<file path="src/rtl/cpu_pkg.sv">
// Shared MIPS32 pipeline constants: datapath widths, control-bundle bit positions,
// ALU op encodings and the operand bypass select used in the decode stage.
package cpu_pkg;

  localparam int unsigned DATA_W   = 32;
  localparam int unsigned REG_AW   = 5;
  localparam int unsigned CTRL_W   = 8;
  localparam int unsigned ALU_OP_W = 4;

  localparam int unsigned CTRL_REG_WRITE  = 0;
  localparam int unsigned CTRL_MEM_READ   = 1;
  localparam int unsigned CTRL_MEM_WRITE  = 2;
  localparam int unsigned CTRL_MEM_TO_REG = 3;
  localparam int unsigned CTRL_ALU_SRC    = 4;
  localparam int unsigned CTRL_REG_DST    = 5;
  localparam int unsigned CTRL_USES_RT    = 6;
  localparam int unsigned CTRL_RESERVED   = 7;

  localparam logic [CTRL_W-1:0] BUBBLE_CTRL = '0;

  typedef enum logic [ALU_OP_W-1:0] {
    AluAdd = 4'd0,
    AluSub = 4'd1,
    AluAnd = 4'd2,
    AluOr  = 4'd3,
    AluXor = 4'd4,
    AluNor = 4'd5,
    AluSlt = 4'd6,
    AluSll = 4'd7,
    AluSrl = 4'd8,
    AluSra = 4'd9,
    AluLui = 4'd10
  } alu_op_e;

  // A load still in MEM has no data yet, so it is never a bypass source.
  function automatic logic [DATA_W-1:0] fwd_select(
    input logic [REG_AW-1:0] src,
    input logic [DATA_W-1:0] rf_data,
    input logic              exmem_wr,
    input logic              exmem_ld,
    input logic [REG_AW-1:0] exmem_rd,
    input logic [DATA_W-1:0] exmem_res,
    input logic              memwb_wr,
    input logic [REG_AW-1:0] memwb_rd,
    input logic [DATA_W-1:0] memwb_res
  );
    if (src == '0) begin
      return '0;
    end else if (exmem_wr && !exmem_ld && (exmem_rd == src)) begin
      return exmem_res;
    end else if (memwb_wr && (memwb_rd == src)) begin
      return memwb_res;
    end else begin
      return rf_data;
    end
  endfunction

endpackage

</file>
<file path="src/rtl/id_ex_stage_if.sv">
// ID/EX stage bus: decode inputs, downstream bypass sources, flush, and the ID/EX latch outputs.
// The slave modport is the stage itself; the master drives it.
interface id_ex_stage_if;
  import cpu_pkg::*;

  logic                id_valid;
  logic [DATA_W-1:0]   id_pc;
  logic [REG_AW-1:0]   id_rs;
  logic [REG_AW-1:0]   id_rt;
  logic [REG_AW-1:0]   id_rd;
  logic [DATA_W-1:0]   id_imm;
  logic [CTRL_W-1:0]   id_ctrl;
  logic [ALU_OP_W-1:0] id_alu_op;
  logic [DATA_W-1:0]   rf_data_1;
  logic [DATA_W-1:0]   rf_data_2;
  logic                exmem_reg_write;
  logic                exmem_mem_read;
  logic [REG_AW-1:0]   exmem_rd;
  logic [DATA_W-1:0]   exmem_result;
  logic                memwb_reg_write;
  logic [REG_AW-1:0]   memwb_rd;
  logic [DATA_W-1:0]   memwb_result;
  logic                flush;

  logic                hazard_stall;
  logic                ex_valid;
  logic [DATA_W-1:0]   ex_pc;
  logic [DATA_W-1:0]   ex_op_a;
  logic [DATA_W-1:0]   ex_op_b;
  logic [DATA_W-1:0]   ex_imm;
  logic [REG_AW-1:0]   ex_rd;
  logic [CTRL_W-1:0]   ex_ctrl;
  logic [ALU_OP_W-1:0] ex_alu_op;

  modport master (
    output id_valid, id_pc, id_rs, id_rt, id_rd, id_imm, id_ctrl, id_alu_op,
    output rf_data_1, rf_data_2,
    output exmem_reg_write, exmem_mem_read, exmem_rd, exmem_result,
    output memwb_reg_write, memwb_rd, memwb_result, flush,
    input  hazard_stall, ex_valid, ex_pc, ex_op_a, ex_op_b, ex_imm, ex_rd, ex_ctrl, ex_alu_op
  );

  modport slave (
    input  id_valid, id_pc, id_rs, id_rt, id_rd, id_imm, id_ctrl, id_alu_op,
    input  rf_data_1, rf_data_2,
    input  exmem_reg_write, exmem_mem_read, exmem_rd, exmem_result,
    input  memwb_reg_write, memwb_rd, memwb_result, flush,
    output hazard_stall, ex_valid, ex_pc, ex_op_a, ex_op_b, ex_imm, ex_rd, ex_ctrl, ex_alu_op
  );

endinterface

</file>
<file path="src/rtl/id_ex_stage_hazard_fwd_unit.sv">
// Combinational operand bypass select and hazard detect for the ID stage.
// Flags sources whose producer is still in EX, or is a load still in MEM.
module hazard_fwd_unit
  import cpu_pkg::*;
(
  input  logic              i_id_valid,
  input  logic [REG_AW-1:0] i_id_rs,
  input  logic [REG_AW-1:0] i_id_rt,
  input  logic              i_uses_rt,
  input  logic [DATA_W-1:0] i_rf_data_1,
  input  logic [DATA_W-1:0] i_rf_data_2,
  input  logic              i_exmem_reg_write,
  input  logic              i_exmem_mem_read,
  input  logic [REG_AW-1:0] i_exmem_rd,
  input  logic [DATA_W-1:0] i_exmem_result,
  input  logic              i_memwb_reg_write,
  input  logic [REG_AW-1:0] i_memwb_rd,
  input  logic [DATA_W-1:0] i_memwb_result,
  input  logic              i_ex_valid,
  input  logic              i_ex_reg_write,
  input  logic [REG_AW-1:0] i_ex_rd,
  output logic [DATA_W-1:0] o_op_a,
  output logic [DATA_W-1:0] o_op_b,
  output logic              o_hazard
);

  logic w_ex_wr;
  logic w_mem_ld;
  logic w_rs_hazard;
  logic w_rt_hazard;

  assign w_ex_wr  = i_ex_valid & i_ex_reg_write;
  assign w_mem_ld = i_exmem_reg_write & i_exmem_mem_read;

  always_comb begin
    o_op_a = fwd_select(i_id_rs, i_rf_data_1, i_exmem_reg_write, i_exmem_mem_read, i_exmem_rd,
                        i_exmem_result, i_memwb_reg_write, i_memwb_rd, i_memwb_result);
    o_op_b = fwd_select(i_id_rt, i_rf_data_2, i_exmem_reg_write, i_exmem_mem_read, i_exmem_rd,
                        i_exmem_result, i_memwb_reg_write, i_memwb_rd, i_memwb_result);
  end

  always_comb begin
    w_rs_hazard = (i_id_rs != '0) &&
                  ((w_ex_wr && (i_ex_rd == i_id_rs)) || (w_mem_ld && (i_exmem_rd == i_id_rs)));
    w_rt_hazard = i_uses_rt && (i_id_rt != '0) &&
                  ((w_ex_wr && (i_ex_rd == i_id_rt)) || (w_mem_ld && (i_exmem_rd == i_id_rt)));
    o_hazard    = i_id_valid & (w_rs_hazard | w_rt_hazard);
  end

endmodule

</file>
<file path="src/rtl/id_ex_stage.sv">
// ID/EX pipeline latch: captures the decoded instruction with bypassed operands,
// or a bubble on flush/stall. Stall goes back to PC and IF/ID.
module id_ex_stage
  import cpu_pkg::*;
(
  input  logic          clk,
  input  logic          reset,
  id_ex_stage_if.slave  bus
);

  logic [DATA_W-1:0]   w_op_a;
  logic [DATA_W-1:0]   w_op_b;
  logic                w_hazard;
  logic                w_stall;
  logic [REG_AW-1:0]   w_dest;

  logic                r_valid;
  logic [DATA_W-1:0]   r_pc;
  logic [DATA_W-1:0]   r_op_a;
  logic [DATA_W-1:0]   r_op_b;
  logic [DATA_W-1:0]   r_imm;
  logic [REG_AW-1:0]   r_rd;
  logic [CTRL_W-1:0]   r_ctrl;
  logic [ALU_OP_W-1:0] r_alu_op;

  hazard_fwd_unit u_hazard_fwd_unit (
    .i_id_valid        (bus.id_valid),
    .i_id_rs           (bus.id_rs),
    .i_id_rt           (bus.id_rt),
    .i_uses_rt         (bus.id_ctrl[CTRL_USES_RT]),
    .i_rf_data_1       (bus.rf_data_1),
    .i_rf_data_2       (bus.rf_data_2),
    .i_exmem_reg_write (bus.exmem_reg_write),
    .i_exmem_mem_read  (bus.exmem_mem_read),
    .i_exmem_rd        (bus.exmem_rd),
    .i_exmem_result    (bus.exmem_result),
    .i_memwb_reg_write (bus.memwb_reg_write),
    .i_memwb_rd        (bus.memwb_rd),
    .i_memwb_result    (bus.memwb_result),
    .i_ex_valid        (r_valid),
    .i_ex_reg_write    (r_ctrl[CTRL_REG_WRITE]),
    .i_ex_rd           (r_rd),
    .o_op_a            (w_op_a),
    .o_op_b            (w_op_b),
    .o_hazard          (w_hazard)
  );

  // A taken branch kills the stalled instruction anyway, so no point holding IF/ID.
  assign w_stall = w_hazard & ~bus.flush & ~reset;
  assign w_dest  = bus.id_ctrl[CTRL_REG_DST] ? bus.id_rd : bus.id_rt;

  always_ff @(posedge clk) begin
    if (reset || bus.flush || w_stall) begin
      r_valid  <= 1'b0;
      r_pc     <= '0;
      r_op_a   <= '0;
      r_op_b   <= '0;
      r_imm    <= '0;
      r_rd     <= '0;
      r_ctrl   <= BUBBLE_CTRL;
      r_alu_op <= '0;
    end else begin
      r_valid  <= bus.id_valid;
      r_pc     <= bus.id_pc;
      r_op_a   <= w_op_a;
      r_op_b   <= w_op_b;
      r_imm    <= bus.id_imm;
      r_rd     <= w_dest;
      r_ctrl   <= bus.id_valid ? bus.id_ctrl : BUBBLE_CTRL;
      r_alu_op <= bus.id_alu_op;
    end
  end

  assign bus.hazard_stall = w_stall;
  assign bus.ex_valid     = r_valid;
  assign bus.ex_pc        = r_pc;
  assign bus.ex_op_a      = r_op_a;
  assign bus.ex_op_b      = r_op_b;
  assign bus.ex_imm       = r_imm;
  assign bus.ex_rd        = r_rd;
  assign bus.ex_ctrl      = r_ctrl;
  assign bus.ex_alu_op    = r_alu_op;

endmodule

</file>
<file path="src/flat_wrapper.sv">
// flat-port wrapper written by rule: the top's interface ports become plain ports
module id_ex_stage_flat import cpu_pkg::*;
  (clk, reset, bus_id_valid, bus_id_pc, bus_id_rs, bus_id_rt, bus_id_rd, bus_id_imm, bus_id_ctrl, bus_id_alu_op, bus_rf_data_1, bus_rf_data_2, bus_exmem_reg_write, bus_exmem_mem_read, bus_exmem_rd, bus_exmem_result, bus_memwb_reg_write, bus_memwb_rd, bus_memwb_result, bus_flush, bus_hazard_stall, bus_ex_valid, bus_ex_pc, bus_ex_op_a, bus_ex_op_b, bus_ex_imm, bus_ex_rd, bus_ex_ctrl, bus_ex_alu_op);
  id_ex_stage_if bus_i ();
  input  logic clk;
  input  logic reset;
  input wire logic [$bits(bus_i.id_valid)-1:0] bus_id_valid;
  input wire logic [$bits(bus_i.id_pc)-1:0] bus_id_pc;
  input wire logic [$bits(bus_i.id_rs)-1:0] bus_id_rs;
  input wire logic [$bits(bus_i.id_rt)-1:0] bus_id_rt;
  input wire logic [$bits(bus_i.id_rd)-1:0] bus_id_rd;
  input wire logic [$bits(bus_i.id_imm)-1:0] bus_id_imm;
  input wire logic [$bits(bus_i.id_ctrl)-1:0] bus_id_ctrl;
  input wire logic [$bits(bus_i.id_alu_op)-1:0] bus_id_alu_op;
  input wire logic [$bits(bus_i.rf_data_1)-1:0] bus_rf_data_1;
  input wire logic [$bits(bus_i.rf_data_2)-1:0] bus_rf_data_2;
  input wire logic [$bits(bus_i.exmem_reg_write)-1:0] bus_exmem_reg_write;
  input wire logic [$bits(bus_i.exmem_mem_read)-1:0] bus_exmem_mem_read;
  input wire logic [$bits(bus_i.exmem_rd)-1:0] bus_exmem_rd;
  input wire logic [$bits(bus_i.exmem_result)-1:0] bus_exmem_result;
  input wire logic [$bits(bus_i.memwb_reg_write)-1:0] bus_memwb_reg_write;
  input wire logic [$bits(bus_i.memwb_rd)-1:0] bus_memwb_rd;
  input wire logic [$bits(bus_i.memwb_result)-1:0] bus_memwb_result;
  input wire logic [$bits(bus_i.flush)-1:0] bus_flush;
  output wire logic [$bits(bus_i.hazard_stall)-1:0] bus_hazard_stall;
  output wire logic [$bits(bus_i.ex_valid)-1:0] bus_ex_valid;
  output wire logic [$bits(bus_i.ex_pc)-1:0] bus_ex_pc;
  output wire logic [$bits(bus_i.ex_op_a)-1:0] bus_ex_op_a;
  output wire logic [$bits(bus_i.ex_op_b)-1:0] bus_ex_op_b;
  output wire logic [$bits(bus_i.ex_imm)-1:0] bus_ex_imm;
  output wire logic [$bits(bus_i.ex_rd)-1:0] bus_ex_rd;
  output wire logic [$bits(bus_i.ex_ctrl)-1:0] bus_ex_ctrl;
  output wire logic [$bits(bus_i.ex_alu_op)-1:0] bus_ex_alu_op;
  assign bus_i.id_valid = bus_id_valid;
  assign bus_i.id_pc = bus_id_pc;
  assign bus_i.id_rs = bus_id_rs;
  assign bus_i.id_rt = bus_id_rt;
  assign bus_i.id_rd = bus_id_rd;
  assign bus_i.id_imm = bus_id_imm;
  assign bus_i.id_ctrl = bus_id_ctrl;
  assign bus_i.id_alu_op = bus_id_alu_op;
  assign bus_i.rf_data_1 = bus_rf_data_1;
  assign bus_i.rf_data_2 = bus_rf_data_2;
  assign bus_i.exmem_reg_write = bus_exmem_reg_write;
  assign bus_i.exmem_mem_read = bus_exmem_mem_read;
  assign bus_i.exmem_rd = bus_exmem_rd;
  assign bus_i.exmem_result = bus_exmem_result;
  assign bus_i.memwb_reg_write = bus_memwb_reg_write;
  assign bus_i.memwb_rd = bus_memwb_rd;
  assign bus_i.memwb_result = bus_memwb_result;
  assign bus_i.flush = bus_flush;
  assign bus_hazard_stall = bus_i.hazard_stall;
  assign bus_ex_valid = bus_i.ex_valid;
  assign bus_ex_pc = bus_i.ex_pc;
  assign bus_ex_op_a = bus_i.ex_op_a;
  assign bus_ex_op_b = bus_i.ex_op_b;
  assign bus_ex_imm = bus_i.ex_imm;
  assign bus_ex_rd = bus_i.ex_rd;
  assign bus_ex_ctrl = bus_i.ex_ctrl;
  assign bus_ex_alu_op = bus_i.ex_alu_op;
  id_ex_stage u_core (.clk(clk), .reset(reset), .bus(bus_i));
endmodule
</file>
<file path="config.mk">
export PLATFORM = sky130hd
export DESIGN_NAME = id_ex_stage_flat
export DESIGN_NICKNAME = d
export VERILOG_FILES = /design/src/rtl/cpu_pkg.sv /design/src/rtl/id_ex_stage_if.sv /design/src/rtl/id_ex_stage_hazard_fwd_unit.sv /design/src/rtl/id_ex_stage.sv /design/src/flat_wrapper.sv
export SDC_FILE = /design/constraint.sdc
export NUM_CORES = 1
export LEC_CHECK = 0
export CORE_AREA = 2 2 147 149
export CTS_BUF_LIST = sky130_fd_sc_hd__clkbuf_8 sky130_fd_sc_hd__clkbuf_16
export DETAILED_ROUTE_END_ITERATION = 10
export DIE_AREA = 0 0 149 151
export PLACE_DENSITY = 0.7
export SYNTH_ARGS = -nofsm -noshare
export SYNTH_HDL_FRONTEND = slang
export SYNTH_SLANG_ARGS = --single-unit
</file>
<file path="constraint.sdc">
create_clock -name clk -period 5.1 [get_ports clk]
set_clock_uncertainty 0.15 [all_clocks]
set_input_delay 0.51 -clock clk [delete_from_list [all_inputs] [get_ports clk]]
set_output_delay 0.51 -clock clk [all_outputs]
set_load 0.005 [all_outputs]
</file>
==> out/qor.yml, run 1 <==
status:
  outcome: "complete, no violations"
logic_synthesis:
  netlist_area_um2: 6870
  ys_ff_latch: 146
  synth_xor_area_share_pct: 3.44
  netlist_instances: 791
  synth-compound-area-share_pct: 17.0
  yosysMostFrequentCell: "dfxtp_1"
  async_reset_ff_share_pct: 0
  synth.avg_cell_area_um2: 8.69
  synth-seq-area-share_pct: 42.5
  synth_area_leader_cell: "dfxtp_1"
  synth_cell_type_count: 39
  synth_area_leaders: "dfxtp_1 (43%), nor3_1 (5.7%), nor4_2 (5.6%)"
  synth-simple-area-share_pct: 28.3
  synth_common_cells: "dfxtp_1 (146), nand2_1 (82), nor3_1 (78), clkbuf_1 (45), nor4_1 (41)"
  yosys_warnings: 0
  synth_top_family_by_area: "simple AND/OR/NAND/NOR gates"
  synth_top_area_share_pct: 42.5
  syn-num-nets: 1027
  synth_enable_flop_cells: 0
  synth-adder-area-share_pct: 0
  synth.area.mux_share_pct: 0.728
  ys.flop_type: "dfxtp_1"
clock_tree:
  cts-htree-levels: 4
  hold_buffers: 0
  cts_setup_buffers: 0
  cts.path.max_buffers: 2
  cts_sinks: 146
  clk_pin_slew_worst_paths_ns: 0.06
  cts_inserted_buffers: 17
  insertion_delay_ns: 0.41
  cts.repair.resized: 0
  cts_root_buf: "clkbuf_16"
  cts_tree: "done"
worst_setup_path:
  cp-startpoint: "bus_id_rt[4]"
  r2r-start: "u_core.bus.ex_rd[4]"
  path_buf_inv: 2
  start_kind: "primary input"
  slowest_stage: "clkdlybuf4s50_1"
  path_max_fanout: 10
  r2r_cells: 6
  endpoint: "bus_hazard_stall"
  crit_family: "buffers and inverters"
  reg2reg_to: "u_core.bus.ex_op_a[10]"
  ff2ff_setup_slack_ns: 2.45
  crit_type: "primary input to primary output"
  crit_cells: 7
  worstPathRequired_ns: 4.44
  crit_top_cell: "clkdlybuf4s50_1"
  critPathMaxStageDelay_ns: 0.58
  endpoint_kind: "primary output"
  worstPathCellList: "clkdlybuf4s50_1, xor2_1, nor4_1, nand4_1, a21oi_2, o21a_1, clkdlybuf4s50_1"
  crit_arrival_ns: 3.04
die:
  die_h_um: 151
  row_count: 53
  die_x_um: 149
  core_area_um2: 20800
  start_util_pct: 33.0
  die-area_um2: 22500
  pin_count: 383
routing:
  met3_length_um: 3100
  wl_met1_um: 10400
  via_count: 7407
  first_iter_violations: 384
  first_pass_iters: 5
  vias_per_cell: 5.27
  wl_um: 28600
  wl_met2_um: 14300
  drc: 0
  detail-route-antenna-nets: 0
  wl_per_cell_um: 20.4
  highest-signal-layer: "met5"
pwr:
  ir_worst_vdd_mv: 0.186
  power_density_nw_per_um2: 269
  power_leakage_nw: 4.29
  power_mw: 3.08
global_routing:
  antenna_found_initial: 6
  grt_pass1_wl_um: 42200
  grt_max_degree: 70
  grt_pass1_vias: 7100
  gr-usage-all-layers_pct: 24.7
  overflow: 0
place:
  dp_slack_ns: 1.43
  place_area_um2: 10800
  io_buffers: 382
  globalplace.congestion: 0.888
  dp_hpwl_um: 20000
timing:
  finalWorstSetupSlack_ns: 1.40
  hold_ws_ns: 0.473
  slew_viol_final: 0
  hold_viol: 0
  worst_pin_slew_ns: 1.14
  post-route-period-util_pct: 72.6
  slew_headroom_pct: 23.7
  period_needed_ns: 3.70
  fmax_mhz: 270
  setup_viol: 0
  grt_setup_unrepaired: "false"
  setup_tns_ns: 0
min_path:
  whs_path_depth: 3
  hp-class: "primary input to flop"
  hold_start: "bus_id_pc[1]"
cells_and_area:
  syn_to_final_growth_pct: 66.1
  layout.nets: 1351
  drive_gt1_share_pct: 8.16
  postLayoutCellArea_um2: 11400
flow_run:
  maxCapViolations: 0
## area by class of cell
type                       instances  area [µm²]
fill                            1956        9410
timing repair buffer             398        3940
multi-input combinational        518        3450
sequential                       146        2920
clock buffer                      17         425
tap                              275         344
clock inverter                    14         193
inverter                          34         128
antenna                            4        10.0
## flip-flops by register name, summed over array words and instances, names as in the netlist
signal,cells
u_core.bus.ex_imm,32
u_core.bus.ex_op_a,32
u_core.bus.ex_ctrl,8
u_core.bus.ex_alu_op,4
u_core.bus.ex_pc,32
u_core.bus.ex_valid,1
u_core.bus.ex_rd,5
u_core.bus.ex_op_b,32
## tightest hold or removal path, delay by kind of cell
| family | cells | cell delay, ns |
|---|---|---|
| buf+inv | 1 | 0.39 |
| simple gates | 2 | 0.08 |
## cells in the final DEF (no fill, tap or decap), drive strengths merged, types with 2 or more instances in the layout
cell type	instances
a211oi	32
a21boi	34
a21oi	4
a31oi	32
and2	4
and3	33
buf	16
bufinv	3
clkbuf	17
clkdlybuf4s50	382
clkinvlp	3
dfxtp	146
diode	4
inv	42
mux2i	5
nand2	82
nand3b	32
nand4	3
nor2	3
nor3	78
nor3b	2
nor4	74
o21ai	32
o31ai	32
xnor2	4
xor2	23
## cell families (layout without fill, tap and decap cells)
family | after synthesis | in the layout
simple gates | 317 | 317
compound gates | 169 | 169
flops | 146 | 146
buf+inv | 127 | 463
xor+xnor | 27 | 27
mux | 5 | 5
other cells | 0 | 4
## worst min-delay path by stage
stage                              endpoint  slack [ns]
global route            u_core.bus.ex_pc[1]        0.46
global placement      u_core.bus.ex_ctrl[2]        0.68
CTS                   u_core.bus.ex_imm[18]        0.45
floorplan           u_core.bus.ex_alu_op[0]        0.48
finish                  u_core.bus.ex_pc[1]        0.47
detailed placement    u_core.bus.ex_ctrl[3]        0.67
## layer usage
layer,vias to the layer above,track usage [%]
li1,3515,-
met2,391,42.8
met3,45,9.13
met1,3452,27.7
met5,-,0
met4,4,9.19
## per-stage QoR
step	cells	utilization (%)
global route	1405	54.8
finish	1406	54.8
global placement	1371	51.8
floorplan	791	-
CTS	1402	54.8
detailed placement	1371	51.8
## power by group
part,internal [mW],total (mW),switching (mW)
Clock,0.787,1.33,0.542
Sequential,1.19,1.21,0.0165
Combinational,0.316,0.541,0.225
Total,2.29,3.08,0.783
Note: power is estimated with default switching activity, not from simulation.
==> run 2, diff against run 1 <==
--- a/config.mk
+++ b/config.mk
@@ -5,11 +5,11 @@
 export SDC_FILE = /design/constraint.sdc
 export NUM_CORES = 1
 export LEC_CHECK = 0
-export CORE_AREA = 2 2 147 149
+export CORE_AREA = 2 2 149 151
 export CTS_BUF_LIST = sky130_fd_sc_hd__clkbuf_8 sky130_fd_sc_hd__clkbuf_16
 export DETAILED_ROUTE_END_ITERATION = 10
-export DIE_AREA = 0 0 149 151
-export PLACE_DENSITY = 0.7
+export DIE_AREA = 0 0 151 153
+export PLACE_DENSITY = 0.69
 export SYNTH_ARGS = -nofsm -noshare
 export SYNTH_HDL_FRONTEND = slang
 export SYNTH_SLANG_ARGS = --single-unit
==> constraint.sdc (replaced) <==
create_clock -name clk -period 3.5 [get_ports clk]
set_clock_uncertainty 0.15 [all_clocks]
set_input_delay 0.35 -clock clk [delete_from_list [all_inputs] [get_ports clk]]
set_output_delay 0.35 -clock clk [all_outputs]
set_load 0.005 [all_outputs]
==> run 2 against run 1 <==
  * Sequential share of layout area fell by 0.20 points
  * Final area rose by 0.80%
  * Via count fell by 0.77%
==> out/qor.yml, run 2 (synthesis results as in run 1) <==
min_path:
  whs_path_depth: 3
  hold_start: "bus_id_pc[3]"
  hp-class: "primary input to flop"
  hold_path_end: "u_core.bus.ex_pc[3]"
worst_setup_path:
  ff2ff_setup_slack_ns: 1.26
  cp-startpoint: "bus_id_rt[2]"
  crit_arrival_ns: 2.66
  path_max_fanout: 5
  crit_type: "primary input to primary output"
  endpoint_kind: "primary output"
  r2r-start: "u_core.bus.ex_rd[3]"
  worstPathRequired_ns: 3.00
  r2r_cells: 6
  start_kind: "primary input"
  reg2reg_to: "u_core.bus.ex_imm[20]"
routing:
  via_count: 7350
  drc: 0
  first_pass_iters: 4
  first_iter_violations: 286
  wl_per_cell_um: 19.5
  vias_per_cell: 5.18
  wl_um: 27700
  detail-route-antenna-nets: 0
global_routing:
  gr-usage-all-layers_pct: 23.3
  grt_pass1_wl_um: 41700
  grt_pass1_vias: 7444
  grt_max_degree: 78
  antenna_found_initial: 4
  overflow: 0
clock_tree:
  cts_sinks: 146
  insertion_delay_ns: 0.41
  cts_tree: "done"
  cts-htree-levels: 4
  cts_root_buf: "clkbuf_16"
  clk_pin_slew_worst_paths_ns: 0.07
  cts.repair.resized: 0
  cts.path.max_buffers: 2
  cts_inserted_buffers: 17
  cts_setup_buffers: 0
  hold_buffers: 0
place:
  dp_slack_ns: 0.363
  placed_cells: 1385
  globalplace.congestion: 0.897
  io_buffers: 382
  dp_hpwl_um: 19600
cells_and_area:
  layout.nets: 1360
  layout_common_cells: "clkdlybuf4s50_1 (382), dfxtp_1 (146), nand2_1 (82)"
  stdcell_count: 1419
  mostFrequentLayoutCell: "clkdlybuf4s50_1"
  syn_to_final_growth_pct: 67.4
  drive_gt1_share_pct: 8.89
  fillCellCount: 2009
timing:
  grt_setup_unrepaired: "false"
  setup_tns_ns: 0
  slew_headroom_pct: 54.1
  hold_viol: 0
  post-route-period-util_pct: 90.3
  setup_viol: 0
  hold_ws_ns: 0.309
  worst_pin_slew_ns: 0.689
  slew_viol_final: 0
  period_needed_ns: 3.16
  finalWorstSetupSlack_ns: 0.338
  fmax_mhz: 316
status:
  outcome: "complete, no violations"
pwr:
  power_leakage_nw: 4.33
  ir_worst_vdd_mv: 0.238
  power_density_nw_per_um2: 377
die:
  die-area_um2: 23100
  start_util_pct: 32.0
  die_h_um: 153
  row_count: 54
  die_x_um: 151
  pin_count: 383
  core_area_um2: 21500
flow_run:
  maxCapViolations: 0
[run 2: cell types whose count changed in the layout (fill, tap and decap cells not counted), moves of 2 or more]
cell,change
inv_6,+2
buf_4,+4
bufinv_16,-2
buf_12,+5
inv_8,-2
clkinvlp_4,+2
[run 2: report_power, final]
| part | internal, mW | total, mW | switching [mW] |
|---|---|---|---|
| combinational | 0.469 | 0.792 | 0.323 |
| clock | 0.998 | 1.79 | 0.794 |
| sequential | 1.73 | 1.76 | 0.0237 |
[run 2: critical path, cell delays in order]
cell and delay [ns]:
clkdlybuf4s50_1 0.55, xor2_1 0.23, nor4_2 0.40, nand4_1 0.26, a21oi_2 0.22, o21a_1 0.12, clkdlybuf4s50_1 0.53
[run 2: layout make-up]
class / count / area (µm²) / area share (%)
Antenna cell: 3 / 7.51 / 0.0652
Multi-Input combinational cell: 518 / 3460 / 30.1
Clock inverter: 14 / 143 / 1.24
Inverter: 34 / 128 / 1.11
Tap cell: 280 / 350 / 3.04
Timing Repair Buffer: 407 / 4070 / 35.4
Clock buffer: 17 / 425 / 3.70
Sequential cell: 146 / 2920 / 25.4
[run 2: routing by layer]
metal  GRT usage, %  up-vias  routed length, µm
li1               -     3531                  -
met1           26.4     3388              10900
met2           39.8      370              13300
met3           7.46       59               2650
met4           10.2        2                886
met5              0        -                 13
[run 2: metrics by stage]
stage	power, mW	area (µm²)	utilization [%]
global route	4.52	11500	53.6
floorplan	2.07	6870	-
global placement	2.58	10900	50.9
detailed placement	2.58	10900	50.9
CTS	4.39	11500	53.5
finish	4.34	11500	53.6
[run 2: worst max-delay path by stage]
stage | cells after the start | end
detailed placement | 7 | bus_hazard_stall
finish | 7 | bus_hazard_stall
global route | 7 | bus_hazard_stall
CTS | 7 | bus_hazard_stall
global placement | 7 | bus_hazard_stall
floorplan | 6 | bus_hazard_stall
